<file path="src/rtl/cdc_handshake_tx.sv">
// Sending side of a four-phase req/ack clock-domain-crossing handshake.
// Optional ack timeout abort enabled by defining CDC_TX_TIMEOUT_EN.
module cdc_handshake_tx #(
    parameter int DATA_WIDTH     = 8,
    parameter int SYNC_STAGES    = 2,
    parameter int TIMEOUT_CYCLES = 64
) (
    input  logic                  clk,
    input  logic                  n_rst,
    input  logic                  send,
    input  logic [DATA_WIDTH-1:0] data_in,
    output logic                  ready,
    output logic                  done,
    output logic                  err,
    output logic                  req_out,
    output logic [DATA_WIDTH-1:0] data_out,
    input  logic                  ack_async
);

    typedef enum logic [1:0] {
        IDLE,
        WAIT_ACK_HI,
        WAIT_ACK_LO
    } state_t;

    state_t                  state;
    state_t                  state_next;
    logic [SYNC_STAGES-1:0]  ack_chain;
    logic                    ack_sync;
    logic                    timed_out;
    logic                    req_next;
    logic                    done_next;
    logic                    err_next;
    logic [DATA_WIDTH-1:0]   data_next;

    if (SYNC_STAGES < 2 || SYNC_STAGES > 4) begin : g_bad_sync_stages
        $error("cdc_handshake_tx: SYNC_STAGES must be 2..4");
    end
    if (TIMEOUT_CYCLES < 2) begin : g_bad_timeout
        $error("cdc_handshake_tx: TIMEOUT_CYCLES must be >= 2");
    end

    // ack_async is only ever observed through this chain
    always_ff @(posedge clk or negedge n_rst) begin
        if (!n_rst) begin
            ack_chain <= '0;
        end else begin
            ack_chain <= {ack_chain[SYNC_STAGES-2:0], ack_async};
        end
    end

    assign ack_sync = ack_chain[SYNC_STAGES-1];
    assign ready    = (state == IDLE) && !ack_sync;

`ifdef CDC_TX_TIMEOUT_EN
    localparam int CW = $clog2(TIMEOUT_CYCLES);

    logic [CW-1:0] wait_count;

    // Counts cycles spent in the current wait state; any state change restarts it
    always_ff @(posedge clk or negedge n_rst) begin
        if (!n_rst) begin
            wait_count <= '0;
        end else if (state_next != state) begin
            wait_count <= '0;
        end else if (state != IDLE) begin
            wait_count <= wait_count + CW'(1);
        end
    end

    assign timed_out = (wait_count == CW'(TIMEOUT_CYCLES - 1));
`else
    assign timed_out = 1'b0;
`endif

    always_comb begin
        state_next = state;
        req_next   = req_out;
        data_next  = data_out;
        done_next  = 1'b0;
        err_next   = 1'b0;
        case (state)
            IDLE: begin
                if (send && ready) begin
                    data_next  = data_in;
                    req_next   = 1'b1;
                    state_next = WAIT_ACK_HI;
                end
            end
            WAIT_ACK_HI: begin
                if (ack_sync) begin
                    req_next   = 1'b0;
                    state_next = WAIT_ACK_LO;
                end else if (timed_out) begin
                    req_next   = 1'b0;
                    err_next   = 1'b1;
                    state_next = IDLE;
                end
            end
            WAIT_ACK_LO: begin
                if (!ack_sync) begin
                    done_next  = 1'b1;
                    state_next = IDLE;
                end else if (timed_out) begin
                    err_next   = 1'b1;
                    state_next = IDLE;
                end
            end
            default: begin
                req_next   = 1'b0;
                state_next = IDLE;
            end
        endcase
    end

    // data_out and req_out move on the same edge so the word is settled
    // well before the remote side sees the synchronized request
    always_ff @(posedge clk or negedge n_rst) begin
        if (!n_rst) begin
            state    <= IDLE;
            req_out  <= 1'b0;
            data_out <= '0;
            done     <= 1'b0;
            err      <= 1'b0;
        end else begin
            state    <= state_next;
            req_out  <= req_next;
            data_out <= data_next;
            done     <= done_next;
            err      <= err_next;
        end
    end

endmodule

</file>
<file path="config.mk">
export PLATFORM = sky130hd
export DESIGN_NAME = cdc_handshake_tx
export DESIGN_NICKNAME = d
export VERILOG_FILES = /design/src/rtl/cdc_handshake_tx.sv
export SDC_FILE = /design/constraint.sdc
export NUM_CORES = 1
export LEC_CHECK = 0
export BUFFER_PORTS_ARGS = -buffer_cell sky130_fd_sc_hd__buf_2
export CORE_AREA = 2 2 39 41
export CTS_BUF_LIST = sky130_fd_sc_hd__clkbuf_4 sky130_fd_sc_hd__clkbuf_8
export CTS_CLUSTER_SIZE = 10
export DETAILED_ROUTE_END_ITERATION = 7
export DIE_AREA = 0 0 41 43
export PLACE_DENSITY = 0.69
export SLEW_MARGIN = 10
export SYNTH_ARGS = -nofsm -noshare
export SYNTH_HDL_FRONTEND = slang
export SYNTH_SLANG_ARGS = --single-unit
</file>
<file path="constraint.sdc">
create_clock -name clk -period 1.7 [get_ports clk]
set_input_delay 0.085 -clock clk [delete_from_list [all_inputs] [get_ports clk]]
set_output_delay 0.085 -clock clk [all_outputs]
set_load 0.05 [all_outputs]
</file>
Word level (Yosys, flattened, before mapping). Cells that the tools add are included.

Input port bits: 12. Bits in registers: 14.

Equality and inequality tests: 5. Mux-type cells: 9. Reduce and logical (&&, ||, !) cells: 7. Bitwise gates (word level): 1.

Operators by type and width (count): 2-bit 2-to-1 mux (3); 2-bit one-hot mux with 3 select lines (1); 3-bit AND reduction (2); 1-bit 2-to-1 mux (4); 2-bit inequality test, second input constant (2); 1-bit one-hot mux with 3 select lines (1); 2-bit by 1-bit equality test with 1-bit output, second input constant (1); 2-bit equality test, second input constant (1); 1-bit logical AND (2); 2-bit logical NOT (1); 2-bit by 1-bit inequality test with 1-bit output, second input constant (1); 2-bit AND reduction (1); 1-bit logical NOT (1); 1-bit inverter (1).

Depth between registers and ports, before layout. Gate-level depths: netlist (run 1).

Depth after elaboration: 5. Mapped depth: 4.

Worst setup path after synthesis (run 1). No wires, ideal clock.

Kind: register -> output. Start: reg state[0]. End: out ready. Path slack: 50 ps. Stages on the path, launching flop included: 3. Arrival time: 1565 ps. Cell sequence: dfrtp_1 > buf_6 > nor3_1.

Cells in the longest elaborated chain, start to end: 2.

Ends and longest elaborated chain: from (decl) (RTL line 26) `state_t state;`; from (signal assigned) (RTL line 126) `state <= state_next;`; 2-bit logical NOT (RTL line 53) `assign ready = (state == IDLE) && !ack_sync;`; 1-bit logical AND (RTL line 53); to (decl) (RTL line 12) `output logic ready,`.

No other way between the ends.

Final worst setup path (run 1).
Start: reg state[1]. End: reg data_out[1].

Cells in the longest elaborated chain, start to end: 4.

Ends and longest elaborated chain: 2-bit logical NOT * (RTL line 53, 82); 1-bit logical AND (RTL line 53); 1-bit logical AND (RTL line 84) `if (send && ready) begin`; 2-bit AND reduction (no line) *; to (signal assigned) (RTL line 128) `data_out <= data_next;`; to (decl) (RTL line 16) `output logic [DATA_WIDTH-1:0] data_out,`.

Every way passes the cells marked *; elsewhere a longest branch is shown, timed or not. A chain may end at the register's enable or synchronous reset.

==> results of run 1 <==
metrics by stage:
| step | power [W] | std cells | cell area [µm²] | hold slack (ns) | worst slack (ns) |
|---|---|---|---|---|---|
| 2_1_floorplan | 0.0007833 | 36 | 544.3 | -0.2106 | 0.04966 |
| 3_3_place_gp | 0.0008763 | 73 | 663.1 | -0.007156 | 0.3262 |
| 3_5_place_dp | 0.0008844 | 73 | 663.1 | -0.01061 | 0.2784 |
| 4_1_cts | 0.001125 | 79 | 719.4 | 0.02840 | 0.2666 |
| 5_1_grt | 0.001175 | 79 | 719.4 | 0.02647 | 0.2178 |
| 6_report | 0.001114 | 79 | 719.4 | 0.03534 | 0.2738 |
state kept, by name (all words and copies together) (netlist names):
name / cells
req_out: 1
ack_chain: 2
done: 1
state: 2
data_out: 8
cells in the mapped netlist:
library cell,instances
a21oi_1,1
and2_1,1
buf_4,1
buf_6,1
conb_1,1
dfrtp_1,14
inv_1,2
mux2_2,8
nor2_1,1
nor3_1,2
nor3b_1,1
nor4b_4,1
o32ai_1,1
xor2_1,1
logic make-up (layout without fill, tap and decap cells):
family / count (synthesis) / count (layout) / synth area share (%)
AO/OA/AOI/OAI: 2 / 2 / 2.528
other: 1 / 1 / 0.6890
buffers and inverters: 4 / 31 / 4.828
flip-flops: 14 / 14 / 64.37
XOR/XNOR: 1 / 1 / 1.609
multiplexers: 8 / 8 / 16.55
AND/OR/NAND/NOR: 6 / 6 / 9.425
critical path, cell delays in order, from the launching register on:
cell and delay (ns):
dfrtp_1 0.47, nor4b_4 0.29, buf_4 0.21, mux2_2 0.35
routing by layer:
layer | global-route usage, % | part of all wire, % | wire (µm)
met2 | 18.44 | 50 | 463
met1 | 16.84 | 41 | 385
met5 | 0 | 0 | 0
met4 | 6.000 | 0 | 0
met3 | 3.141 | 8.9 | 83
final timing paths:
| path | start | end | slack [ns] | cells past startpoint |
|---|---|---|---|---|
| min | data_in[5] | data_out[5]$_DFFE_PN0P_ | 0.04 | 2 |
| max reg2reg | state[1]$_DFFE_PN0P_ | data_out[1]$_DFFE_PN0P_ | 0.27 | 3 |
| max in group asynchronous | n_rst | data_out[4]$_DFFE_PN0P_ | 1.24 | 2 |
| min in group asynchronous | n_rst | done$_DFF_PN0_ | 0.23 | 2 |
| max | state[1]$_DFFE_PN0P_ | data_out[1]$_DFFE_PN0P_ | 0.27 | 3 |
| min reg2reg | ack_chain[0]$_DFF_PN0_ | ack_chain[1]$_DFF_PN0_ | 0.36 | 0 |
final cells by class:
cell class	instances	area share, %
Sequential cell	14	48.70
Multi-Input combinational cell	18	23.30
Timing Repair Buffer	25	19.13
Clock buffer	4	5.043
Tap cell	16	2.783
Inverter	2	1.043
power breakdown:
| part | internal [W] | switching, W |
|---|---|---|
| clock network | 0.000130 | 0.000106 |
| registers | 0.000404 | 0.0000456 |
| logic | 0.000120 | 0.000308 |
| total | 0.000653 | 0.000460 |
==> flow_summary.yaml, run 1 <==
run_status:
  outcome: "finished clean"
synthesis:
  synth_nets: 48
  avgSynthCellArea_um2: 15.12
  yosysWarningCount: 0
  synth_area_leader_cell: "dfrtp_1"
  syn_area_um2: 544.3
  ys_seq_elements: 14
  yosysUniqueCellTypes: 14
  synth.yosys.seq_area_share_pct: 64.37
  netlist_instances: 36
  synth.area.top_cells: "dfrtp_1 64%, mux2_2 17%, nor4b_4 4.4%"
  yosysTopAreaCellShare_pct: 64.37
clocking:
  cts_max_path_buffers: 2
  root_buffer: "clkbuf_4"
  cts_setup_buffers: 0
  path_clk_slew_ns: 0.09
  ctsResizeCount: 0
  htree_levels: 1
  cts_tree: "built"
  cts.sinks: 14
  numCtsBuffers: 3
  clk_latency_ns: 0.27
  holdBufCountCts: 2
cells_and_area:
  fin_nets: 76
  drive_above_1_share_pct: 57.14
  final_util_pct: 51.99
  multiInputGateArea_um2: 167.7
  synthToLayoutAreaGrowth_pct: 32.18
  final_cell_mix: "22 x buf_2, 14 x dfrtp_1, 8 x mux2_2"
  num_antenna_cells: 0
  nFillCells: 121
  layout.area.seq_um2: 350.3
  final_common_cell: "buf_2"
worst_setup_path:
  critPathArrivalTime_ns: 1.59
  crit_type: "register to register"
  cp-start-kind: "register"
  required_ns: 1.86
  cp_max_fo: 8
  worst_setup_path_end_kind: "register"
worst_hold_path:
  hold_path.class: "input port to register"
sta:
  finClkSkew_ns: 0.003015
  period_share_pct: 83.89
  min_period_ns: 1.426
  slew_violations: 0
  grt_setup_unrepaired: "no"
  timing.fmax_ghz: 0.7012
  setup_violations: 0
  fin_setup_tns_ns: 0
  hold_viol_final: 0
global_routing:
  antenna_found_initial: 0
  grt_pass1_vias: 356
  track_usage_pct: 12.60
  overflow: 0
  grt_max_degree: 15
  grt_pass1_wl_um: 1476
drt:
  firstDrtPassIters: 2
  drt_iter0_drc: 5
  drc_errors: 0
  wl_per_cell_um: 11.80
  vias_per_cell: 4.620
  vias: 365
  finalWirelength_um: 932
  ant_nets: 0
placed_design:
  gp_congestion: 0.6291
  place.port_buffers: 22
  hpwl_um: 714.6
floorplan:
  initial_utilization_pct: 39.33
  core_um2: 1384
  rows: 14
  dieArea_um2: 1763
  io-pin-count: 24
  die_y_um: 43
  die_x_um: 41
power:
  vdd_ir_drop_max_mv: 0.7895
  power.leakage_nw: 0.3595
  p_per_area_nw_per_um2: 1548
job:
  timing.max_cap.violations: 0
No activity file was read; power rests on OpenSTA's default activity.
==> inputs of run 2 (changes only) <==
Clock period 1.7 ns to 1.45 ns, I/O delays scaled along.
==> run 2 against run 1 <==
Flip-flop and latch count is the same. Clock power fell by 14%. Highest routed layer unchanged. Critical path type is now register to output port. Sequential power grew 15%. Combinational power increased by 22%. Worst setup slack worse by 0.16 ns. Via count down 1.1%. Critical path depth is the same. Critical endpoint is now ready. Final area grew 1.9%.
==> flow_summary.yaml, run 2 (same netlist as run 1, synthesis figures left out) <==
run_status:
  outcome: "finished clean"
global_routing:
  antenna_found_initial: 0
  track_usage_pct: 13.14
  overflow: 0
  grt_max_degree: 15
  grt_pass1_wl_um: 1545
  grt_pass1_vias: 386
drt:
  drt_iter0_drc: 2
  vias: 361
  vias_per_cell: 4.457
  drc_errors: 0
  finalWirelength_um: 856
  ant_nets: 0
  wl_per_cell_um: 10.57
  firstDrtPassIters: 2
worst_setup_path:
  slowest_stage: "dfrtp_1"
  cp-start-kind: "register"
  worst_setup_path_end_kind: "output port"
  path_cells: "buf_4, nor3_2, buf_2"
  critPathArrivalTime_ns: 1.26
  crit_buf_inv: 2
  cp_top_family: "buffers and inverters"
  required_ns: 1.38
  crit_type: "register to output port"
  cp_max_fo: 5
  critPathMaxStageDelay_ns: 0.41
cells_and_area:
  final_util_pct: 52.98
  drive_above_1_share_pct: 60.00
  final_common_cell: "buf_2"
  num_antenna_cells: 0
  fin_nets: 79
  largestRegisters: "data_out (8), ack_chain (2), state (2)"
  synthToLayoutAreaGrowth_pct: 34.71
  largest_reg_flops: 8
  final_cell_mix: "22 x buf_2, 14 x dfrtp_1, 8 x mux2_2"
  largest-register: "data_out"
floorplan:
  die_x_um: 41
  io-pin-count: 24
  dieArea_um2: 1763
  rows: 14
  initial_utilization_pct: 39.33
  core_um2: 1384
  die_y_um: 43
sta:
  period_share_pct: 91.99
  worst_slack_ns: 0.1162
  timing.fmax_ghz: 0.7497
  hold_viol_final: 0
  fin_setup_tns_ns: 0
  fin_hold_ws_ns: 0.03382
  finClkSkew_ns: 0.002287
  slew_violations: 0
  grt_setup_unrepaired: "no"
  min_period_ns: 1.334
  setup_violations: 0
clocking:
  root_buffer: "clkbuf_4"
  cts_tree: "built"
  holdBufCountCts: 2
  numCtsBuffers: 3
  ctsResizeCount: 0
  path_clk_slew_ns: 0.07
  cts_setup_buffers: 0
  cts.sinks: 14
  clk_latency_ns: 0.26
  cts_max_path_buffers: 2
  htree_levels: 1
power:
  vdd_ir_drop_max_mv: 0.8592
  power.leakage_nw: 0.3694
  p_per_area_nw_per_um2: 1693
  power_w: 0.001242
placed_design:
  hpwl_um: 681.9
  place.port_buffers: 22
  pre_cts_ws_ns: 0.1180
  gp_congestion: 0.6747
worst_hold_path:
  hold_path.class: "input port to register"
job:
  timing.max_cap.violations: 0
## run 2: per-stage QoR
step | cells | cell area [µm²]
floorplan | 36 | 549.3
global placement | 76 | 690.7
detailed placement | 76 | 690.7
CTS | 81 | 733.2
global route | 81 | 733.2
finish | 81 | 733.2
## run 2: power by group
part / internal, W / leakage [nW] / switching [W]
Sequential: 0.000473 / 0.168 / 0.0000414
Combinational: 0.000152 / 0.188 / 0.000373
Clock: 0.0000959 / 0.0138 / 0.000106
Total: 0.000721 / 0.369 / 0.000520
## run 2: final cells by class
| cell class | count | area (µm²) |
|---|---|---|
| Multi-Input combinational cell | 18 | 172.7 |
| Sequential cell | 14 | 350.3 |
| Timing Repair Buffer | 28 | 160.2 |
| Fill cell | 130 | 650.6 |
| Clock buffer | 3 | 22.52 |
| Tap cell | 16 | 20.02 |
| Inverter | 2 | 7.507 |
## run 2: final timing paths
kind	start	slack [ns]	cells after the start	end
setup reg to reg	state[1]$_DFFE_PN0P_	0.12	3	data_out[5]$_DFFE_PN0P_
max in group asynchronous	n_rst	1.00	2	data_out[5]$_DFFE_PN0P_
hold reg to reg	ack_chain[0]$_DFF_PN0_	0.35	0	ack_chain[1]$_DFF_PN0_
min in group asynchronous	n_rst	0.22	2	req_out$_DFFE_PN0P_
setup / recovery	state[1]$_DFFE_PN0P_	0.12	3	ready
hold / removal	data_in[7]	0.03	2	data_out[7]$_DFFE_PN0P_
## run 2: layer usage
metal | up-vias | global-route usage, % | share of wire [%] | wire [µm]
li1 | 181 | - | - | -
met1 | 164 | 15.57 | 43 | 371
met2 | 16 | 20.31 | 49 | 420
met3 | 0 | 4.712 | 7.6 | 65
met4 | 0 | 6.000 | 0 | 0
met5 | - | 0 | 0 | 0
==> inputs of run 3 (changes only) <==
Settings changed: CELL_PAD_IN_SITES_DETAIL_PLACEMENT set to 1, CELL_PAD_IN_SITES_GLOBAL_PLACEMENT set to 1, CORE_AREA 2 2 39 41 to not set, CORE_MARGIN set to 2, CORE_UTILIZATION set to 36, DIE_AREA 0 0 41 43 to not set, PLACE_DENSITY 0.69 to 0.76.
==> run 3 against run 2 <==
Clock power increased by 3%. Register-to-register slack about the same. Critical path depth unchanged. Sequential share of layout area unchanged. Fmax decreased by 0.85%. Die area increased by 4.3%. Clock-buffer cell count unchanged. Worst setup slack got worse by 0.011 ns.
==> flow_summary.yaml, run 3 (same netlist as run 1, synthesis figures left out) <==
sta:
  period_share_pct: 92.78
  grt_setup_unrepaired: "no"
  setup_violations: 0
  fin_setup_tns_ns: 0
  min_period_ns: 1.345
  timing.fmax_ghz: 0.7433
  slew_violations: 0
  finClkSkew_ns: 0.004817
  hold_viol_final: 0
floorplan:
  io-pin-count: 24
  rows: 14
  core_um2: 1454
  dieArea_um2: 1839
  initial_utilization_pct: 37.44
  die_x_um: 42.88
  die_y_um: 42.88
clocking:
  cts_setup_buffers: 0
  path_clk_slew_ns: 0.08
  cts_tree: "built"
  clk_latency_ns: 0.27
  cts_max_path_buffers: 2
  htree_levels: 1
  root_buffer: "clkbuf_4"
  cts.sinks: 14
  numCtsBuffers: 3
global_routing:
  overflow: 0
  grt_pass1_vias: 417
  track_usage_pct: 13.77
  antenna_found_initial: 0
  grt_pass1_wl_um: 1821
  grt_max_degree: 15
drt:
  wl_per_cell_um: 12.00
  vias: 382
  drc_errors: 0
  drt_iter0_drc: 0
  vias_per_cell: 4.716
  ant_nets: 0
  finalWirelength_um: 972
  firstDrtPassIters: 1
worst_setup_path:
  cp-start-kind: "register"
  timing.rr.end: "data_out[7]$_DFFE_PN0P_"
  cp_max_fo: 5
  reg2reg_from: "state[1]$_DFFE_PN0P_"
  worst_setup_path_end_kind: "output port"
  critPathLaunch: "state[1]$_DFFE_PN0P_"
  r2r_slack_ns: 0.11
  critPathArrivalTime_ns: 1.27
  crit_type: "register to output port"
  reg2reg_depth: 3
  required_ns: 1.38
worst_hold_path:
  hp-start: "data_in[3]"
  hold_path.class: "input port to register"
  min_to: "data_out[3]$_DFFE_PN0P_"
  holdPathStages: 2
placed_design:
  gp_congestion: 0.6330
  place.port_buffers: 22
  hpwl_um: 749.3
power:
  power.leakage_nw: 0.3694
  power_w: 0.001249
  vdd_ir_drop_max_mv: 0.8977
  p_per_area_nw_per_um2: 1704
job:
  timing.max_cap.violations: 0
cells_and_area:
  drive_above_1_share_pct: 60.00
  largest-register: "data_out"
  largestRegisters: "data_out (8), ack_chain (2), state (2)"
  largest_reg_flops: 8
  num_antenna_cells: 0
  fin_nets: 79
  final_common_cell: "buf_2"
  final_cell_mix: "22 x buf_2, 14 x dfrtp_1, 8 x mux2_2"
  synthToLayoutAreaGrowth_pct: 34.71
run_status:
  outcome: "finished clean"
run 3: cell counts in the layout (fill, tap and decap cells not counted):
No cell type changed its count.
run 3: final cells by class:
class,instances,area (µm²)
Clock buffer,3,22.52
Multi-Input combinational cell,18,172.7
Inverter,2,7.507
Sequential cell,14,350.3
Timing Repair Buffer,28,160.2
Fill cell,168,720.7
Tap cell,16,20.02
run 3: how the worst max path moves through the flow:
| stage | endpoint | slack [ns] | cells after the start |
|---|---|---|---|
| 6_report | ready | 0.10 | 3 |
| 4_1_cts | ready | 0.09 | 3 |
| 3_3_place_gp | data_out[7]$_DFFE_PN0P_ | 0.14 | 3 |
| 3_5_place_dp | data_out[7]$_DFFE_PN0P_ | 0.11 | 3 |
| 2_1_floorplan | data_out[0]$_DFFE_PN0P_ | 0.02 | 3 |
| 5_1_grt | ready | 0.03 | 3 |
run 3: metrics by stage:
step	area (µm²)	cells	utilization, %	hold WS [ns]	worst slack (ns)
5_1_grt	733.2	81	50.43	0.02367	0.02682
3_3_place_gp	690.7	76	47.50	-0.01706	0.1417
6_report	733.2	81	50.43	0.02575	0.1047
2_1_floorplan	549.3	36	-	-0.2231	0.02054
3_5_place_dp	690.7	76	47.50	-0.01459	0.1144
4_1_cts	733.2	81	50.43	0.02173	0.09227
run 3: timing repair:
item                                    4_1_cts  5_1_grt
resized for setup                             0        0
endpoints found under the hold margin        15        0
endpoints found under the setup margin        0        0
hold buffers                                  2        0
run 3: power by group:
| part | leakage [nW] | switching (W) | total [W] | internal (W) |
|---|---|---|---|---|
| registers | 0.168 | 0.0000432 | 0.000517 | 0.000474 |
| clock network | 0.0138 | 0.000112 | 0.000208 | 0.0000961 |
| logic | 0.188 | 0.000372 | 0.000524 | 0.000152 |
run 3: routing by layer:
metal	track usage [%]	vias up	part of all wire [%]
li1	-	177	-
met1	18.18	189	44
met2	20.30	14	48
met3	3.830	2	6.1
met4	7.500	0	1.6
met5	0	-	0
run 3: critical path, cell delays in order (launching register included):
cell and delay, ns:
dfrtp_1 0.41, buf_4 0.17, nor3_2 0.15, buf_2 0.27
